===== src/rtl/seq_logic_unit.sv =====
// Slice-serial AND/OR/XOR/NOR unit: latches operands on start, writes SLICE result bits per clock.
// Latency WIDTH/SLICE cycles from accepted start to done; start is ignored while busy (no queuing).
module seq_logic_unit #(
    parameter int WIDTH = 32,
    parameter int SLICE = 4
) (
    input  logic             clk,
    input  logic             rst_n,
    input  logic             start,
    input  logic [1:0]       op,
    input  logic [WIDTH-1:0] a,
    input  logic [WIDTH-1:0] b,
    output logic             busy,
    output logic             done,
    output logic [WIDTH-1:0] y,
    output logic             zero
);
    localparam int NSLICE = WIDTH / SLICE;
    localparam int CNT_W  = (NSLICE > 1) ? $clog2(NSLICE) : 1;
    localparam logic [CNT_W-1:0] LAST = CNT_W'(NSLICE - 1);

    if (WIDTH % SLICE != 0) begin : g_bad_slice
        $error("seq_logic_unit: WIDTH must be a multiple of SLICE");
    end

    typedef enum logic {S_IDLE, S_RUN} state_t;

    state_t           state_q, state_d;
    logic [CNT_W-1:0] cnt_q, cnt_d;
    logic [WIDTH-1:0] a_q, a_d;
    logic [WIDTH-1:0] b_q, b_d;
    logic [1:0]       op_q, op_d;
    logic [WIDTH-1:0] y_q, y_d;
    logic             busy_q, busy_d;
    logic             done_q, done_d;
    logic             zero_q, zero_d;

    function automatic logic [SLICE-1:0] slice_fn(input logic [1:0]       f,
                                                  input logic [SLICE-1:0] x,
                                                  input logic [SLICE-1:0] z);
        logic [SLICE-1:0] r;
        case (f)
            2'b00:   r = x & z;
            2'b01:   r = x | z;
            2'b10:   r = x ^ z;
            default: r = ~(x | z);
        endcase
        return r;
    endfunction

    always_comb begin
        state_d = state_q;
        cnt_d   = cnt_q;
        a_d     = a_q;
        b_d     = b_q;
        op_d    = op_q;
        y_d     = y_q;
        busy_d  = busy_q;
        done_d  = 1'b0;
        zero_d  = zero_q;
        case (state_q)
            S_IDLE: begin
                if (start) begin
                    state_d = S_RUN;
                    a_d     = a;
                    b_d     = b;
                    op_d    = op;
                    y_d     = '0;
                    cnt_d   = '0;
                    busy_d  = 1'b1;
                    zero_d  = 1'b0;
                end
            end
            S_RUN: begin
                // Constant-index slice select keeps the write mux shallow and lint-clean.
                for (int i = 0; i < NSLICE; i++) begin
                    if (cnt_q == CNT_W'(i)) begin
                        y_d[i*SLICE +: SLICE] = slice_fn(op_q, a_q[i*SLICE +: SLICE],
                                                         b_q[i*SLICE +: SLICE]);
                    end
                end
                cnt_d = cnt_q + CNT_W'(1);
                if (cnt_q == LAST) begin
                    state_d = S_IDLE;
                    cnt_d   = '0;
                    busy_d  = 1'b0;
                    done_d  = 1'b1;
                    zero_d  = (y_d == '0);
                end
            end
            default: state_d = S_IDLE;
        endcase
    end

    always_ff @(posedge clk or negedge rst_n) begin
        if (!rst_n) begin
            state_q <= S_IDLE;
            cnt_q   <= '0;
            a_q     <= '0;
            b_q     <= '0;
            op_q    <= '0;
            y_q     <= '0;
            busy_q  <= 1'b0;
            done_q  <= 1'b0;
            zero_q  <= 1'b0;
        end else begin
            state_q <= state_d;
            cnt_q   <= cnt_d;
            a_q     <= a_d;
            b_q     <= b_d;
            op_q    <= op_d;
            y_q     <= y_d;
            busy_q  <= busy_d;
            done_q  <= done_d;
            zero_q  <= zero_d;
        end
    end

    assign busy = busy_q;
    assign done = done_q;
    assign y    = y_q;
    assign zero = zero_q;
endmodule

===== config.mk =====
export PLATFORM = sky130hd
export DESIGN_NAME = seq_logic_unit
export DESIGN_NICKNAME = d
export VERILOG_FILES = /design/src/rtl/seq_logic_unit.sv
export SDC_FILE = /design/constraint.sdc
export NUM_CORES = 1
export LEC_CHECK = 0
export BUFFER_PORTS_ARGS = -buffer_cell sky130_fd_sc_hd__buf_4
export CORE_MARGIN = 4
export CORE_UTILIZATION = 28
export CTS_BUF_LIST = sky130_fd_sc_hd__clkbuf_2
export DETAILED_ROUTE_END_ITERATION = 6
export HOLD_SLACK_MARGIN = 0.03
export SLEW_MARGIN = 20
export SYNTH_ARGS = -nofsm -noshare
export SYNTH_HDL_FRONTEND = slang
export SYNTH_SLANG_ARGS = --single-unit

===== constraint.sdc =====
create_clock -name clk -period 4.05 [get_ports clk]
set_input_delay 1.0125 -clock clk [delete_from_list [all_inputs] [get_ports clk]]
set_output_delay 1.0125 -clock clk [all_outputs]
set_load 0.1 [all_outputs]

Yosys cells after proc, flatten, opt, wreduce, memory -nomap -nowiden
Cells that the tools add are included.
Widths: inputs -> output; s select.
- reductions and logical operators: 5
- bitwise operators: 33
- muxes and demuxes: 40
- add/subtract/negate cells: 1
- equality and inequality tests: 11
- operator list (cell ; count):
    $pmux 4 s3 ; 8
    $mux 4 ; 16
    $pmux 32 s2 ; 1
    $and 4x4->4 ; 8
    $logic_not 32->1 ; 1
    $mux 32 ; 1
    $not 4->4 ; 8
    $or 4x4->4 ; 8
    $xor 4x4->4 ; 8
    $eq 3x3->1 const B ; 4
    $mux 1 ; 8
    $eq 3x2->1 const B ; 2
    $mux 3 ; 2
    $pmux 1 s2 ; 3
    $pmux 3 s2 ; 1
    $reduce_and 2->1 ; 2
    $add 3x1->3 const B ; 1
    $eq 3x1->1 const B ; 1
    $logic_not 3->1 ; 1
    $eq 2x1->1 const B ; 1
    $eq 2x2->1 const B ; 1
    $logic_not 2->1 ; 1
    $ne 2x1->1 const B ; 1
    $ne 2x2->1 const B ; 1
    $not 1->1 ; 1
- bits in registers: 105
- input bits: 69

Depth between registers and ports, before layout
- word-level depth: 8
- depth in mapped cells: 11

Worst setup path before layout
OpenSTA, ideal clock, no wires.
- path kind: input port to flip-flop
- start: input start
- end: register b_q[2]
- cell stages on the path: 6
- data arrival time: 2.189 ns
- setup slack: 1.778 ns
- path buffers: 3
- cell sequence: clkbuf_1 -> nor2b_1 -> clkbuf_1 -> clkbuf_1 -> nand2_1 -> o21ai_0
- cells in the longest elaborated chain, start to end: 1
- ends and longest elaborated chain (what ; RTL line ; text):
    start: declaration ; 9 ; input logic start,
    $reduce_and 2->1 (no line) ; - ;
    end signal: assignment ; 100 ; b_q <= '0;
    end signal: assignment ; 110 ; b_q <= b_d;
    end: declaration ; 31 ; logic [WIDTH-1:0] b_q, b_d;
Every way passes these cells.
A chain may end at the register's enable or synchronous reset.

Final worst setup path
- start: register y_q[9], in the netlist y[9]
- end: output y[9]
- RTL lines (what ; RTL line ; text):
    start: declaration ; 33 ; logic [WIDTH-1:0] y_q, y_d;
    start signal: assignment ; 112 ; y_q <= y_d;
    end: declaration ; 15 ; output logic [WIDTH-1:0] y,
No word-level cell between the ends.

==> results.md <==
* Clock Sinks at 105
* DRT antenna net count at 0
* CP Capture Type: output pin
* Seq/Total Area, Yosys at 0.389
* Pleak at 3.60 nW
* Final WL at 17.4 mm
* Die span in y at 163 um
* CTS tree: yes
* First-pass GRT wire length at 28.3 mm
* Max-cap viol count at 0
* Most numerous cell in the Yosys netlist: nand2_1
* Crit start category: flop
* Layout area overhead at 16.4%
* Clk Latency, worst-skew pair at 0.65 ns
* Residual DRC count at 0
* Syn Area/Cell at 8.66 um^2
* Nets@finish at 991
* Max IR drop VDD at 0.000346 V
* Yosys reg bits at 105
* EDFF count, synth at 0
* Worst path cell trace: buf_4
* Largest cells by area after synthesis: dfrtp_1, ha_1, o21ai_0
* Mapped Nets at 918
* Worst Path Required at 3.04 ns
* Synth Cell Area at 0.00675 mm^2
* Ys Warns at 0
* M1 GR Usage at 0.193
* Share of post-route cells with drive strength above 1 at 0.175
* Hold buffers post-CTS at 0
* Drt first pass iters at 5
* Synth async-reset ratio at 1.00
* Wire per inst at 14.8 um
* Pwr Density at 817 mW/mm^2
* Skew final at 0.0456 ns
* Clock tree root buffer cell: clkbuf_2
* I/O Buffers at 103
* Core area at 0.0236 mm^2
* Global-route met3 utilization at 0.0298
* Top Usage Layer GRT: met2
* Slew Viols, Final at 0
* Final Cycle Share at 0.617
* Met2 Use GR at 0.202
* Reg area at 0.00263 mm^2
* Setup CP Type: reg2out
* Vias in the first global route at 5361
* Die W at 163 um
* Status: finished clean
* Full die area at 0.0266 mm^2
* Min Tclk post-route at 2.50 ns
* Top post-synthesis cells by count: nand2_1, o21ai_0, dfrtp_1
* Main synth FF type: dfrtp_1
* Iter 0 DRT Violations at 384
* Crit path DAT at 1.49 ns
* Setup Viol. Count Final at 0
* Clk slew on worst S/H paths at 0.30 ns
* Worst slew pin tran at 0.978 ns
* Delay-heaviest family, CP: flip-flops
* Grt ovf at 0
* Initial antenna violation count at 1
* Dpl hpwl at 13.0 mm
* Distinct cell type count after synthesis at 52
* Area of the multi-input gates at 0.00355 mm^2
* Max FO, Critical Path at 4
* R2R cell count at 8
* Hold WS at 0.473 ns
* Worst Path Buf+Inv at 1
* Row count at 56
* RSZ-0062 raised after global routing: false
* Share of the synthesized area in the top cell type at 0.389
* Post-CTS setup repair buffer count at 0
* Critical-path top delay cell: dfrtp_1
* Synth area leader: dfrtp_1
* Vias per inst at 4.59
* Max incr delay on CP at 0.51 ns
* Hold WC Path Type: in2async
* Vias at 5408
* Post_cts resized at 0
* Setup TNS at 0 ns
* Slew headroom at 0.348
* GR Util All Layers at 0.134
* Clock tree buffer depth at 2
* TritonCTS Buffers at 9
* Io pins at 104
* Fmax at 400 MHz
* # fillers at 2516
* H-tree depth at 3
* Pin count of the biggest net entering global routing at 110
* Initial core utilization at 0.286
* Final hold vios at 0
* Stages on the worst setup path at 1
* Mapped Cells at 779
* GP Congestion at 0.793
## worst paths after layout
| path | startpoint | end | slack, ns |
|---|---|---|---|
| max | y[9] | y[9] | 1.55 |
| min | rst_n | y[1] | 0.47 |
| max reg2reg | op_q[0] | zero | 1.62 |
| min reg2reg | busy | busy | 0.56 |
| max in group asynchronous | rst_n | y[19] | 2.74 |
| min in group clk | a[26] | a_q[26] | 0.54 |
## report_power, final
part / internal [mW] / total [mW] / switching [mW]
Clock: 0.147 / 0.526 / 0.379
Combinational: 1.33 / 4.01 / 2.68
Sequential: 1.51 / 1.88 / 0.377
## registers in the layout (all words and copies together) (netlist names), 2 cells and up
register / cells
y: 32
b_q: 32
cnt_q: 3
a_q: 32
op_q: 2
## cells by family (layout without fill, tap and decap cells)
| family | count (synthesis) | after routing | share of synthesized area |
|---|---|---|---|
| compound gates | 219 | 219 | 0.195 |
| fa+ha+maj | 70 | 70 | 0.130 |
| buf+inv | 129 | 207 | 0.0857 |
| flops | 105 | 105 | 0.389 |
| mux | 24 | 24 | 0.0380 |
| other cells | 0 | 1 | 0 |
| simple gates | 232 | 232 | 0.162 |
## cell usage in the layout (no fill, tap or decap), types with 2 or more instances in the layout
master,instances
nand2_1,125
o21ai_0,118
buf_4,112
dfrtp_1,103
inv_1,77
ha_1,70
nand2b_1,42
nor2_1,25
o211ai_1,24
a21oi_1,22
mux2i_1,14
a211oi_1,13
nor3_1,11
clkbuf_2,10
mux2_2,9
a21o_1,9
nor2b_1,8
o31ai_1,7
a31oi_1,5
nor3b_1,5
o21ai_1,4
and2_1,3
nor3_2,3
or4_1,3
a41oi_1,2
o221ai_1,2
clkinvlp_4,2
dfrtp_2,2
## layout make-up
cell class,instances,area share
multi-input combinational,545,0.452
sequential,105,0.335
timing repair buffer,113,0.110
tap,319,0.0508
inverter,78,0.0373
clock inverter,6,0.00861
clock buffer,10,0.00637
antenna,1,0.000319
## per-layer routing
metal | vias up | wire length [um] | part of all wire
met5 | - | 0 | 0
met4 | 0 | 325 | 0.019
met3 | 20 | 780 | 0.045
met2 | 111 | 7500 | 0.43
met1 | 2502 | 8800 | 0.51
li1 | 2775 | - | -
## through the flow
step / instances / utilization / worst slack [ns] / cell area, um^2 / total power [mW]
2_1_floorplan: 779 / - / 1.78 / 6750 / 5.00
3_3_place_gp: 1160 / 0.327 / 1.59 / 7730 / 5.88
3_5_place_dp: 1160 / 0.327 / 1.56 / 7730 / 5.93
4_1_cts: 1176 / 0.332 / 1.50 / 7850 / 6.48
5_1_grt: 1177 / 0.333 / 1.41 / 7850 / 7.04
6_report: 1177 / 0.333 / 1.55 / 7850 / 6.41
No activity file was read; power rests on OpenSTA's default activity.
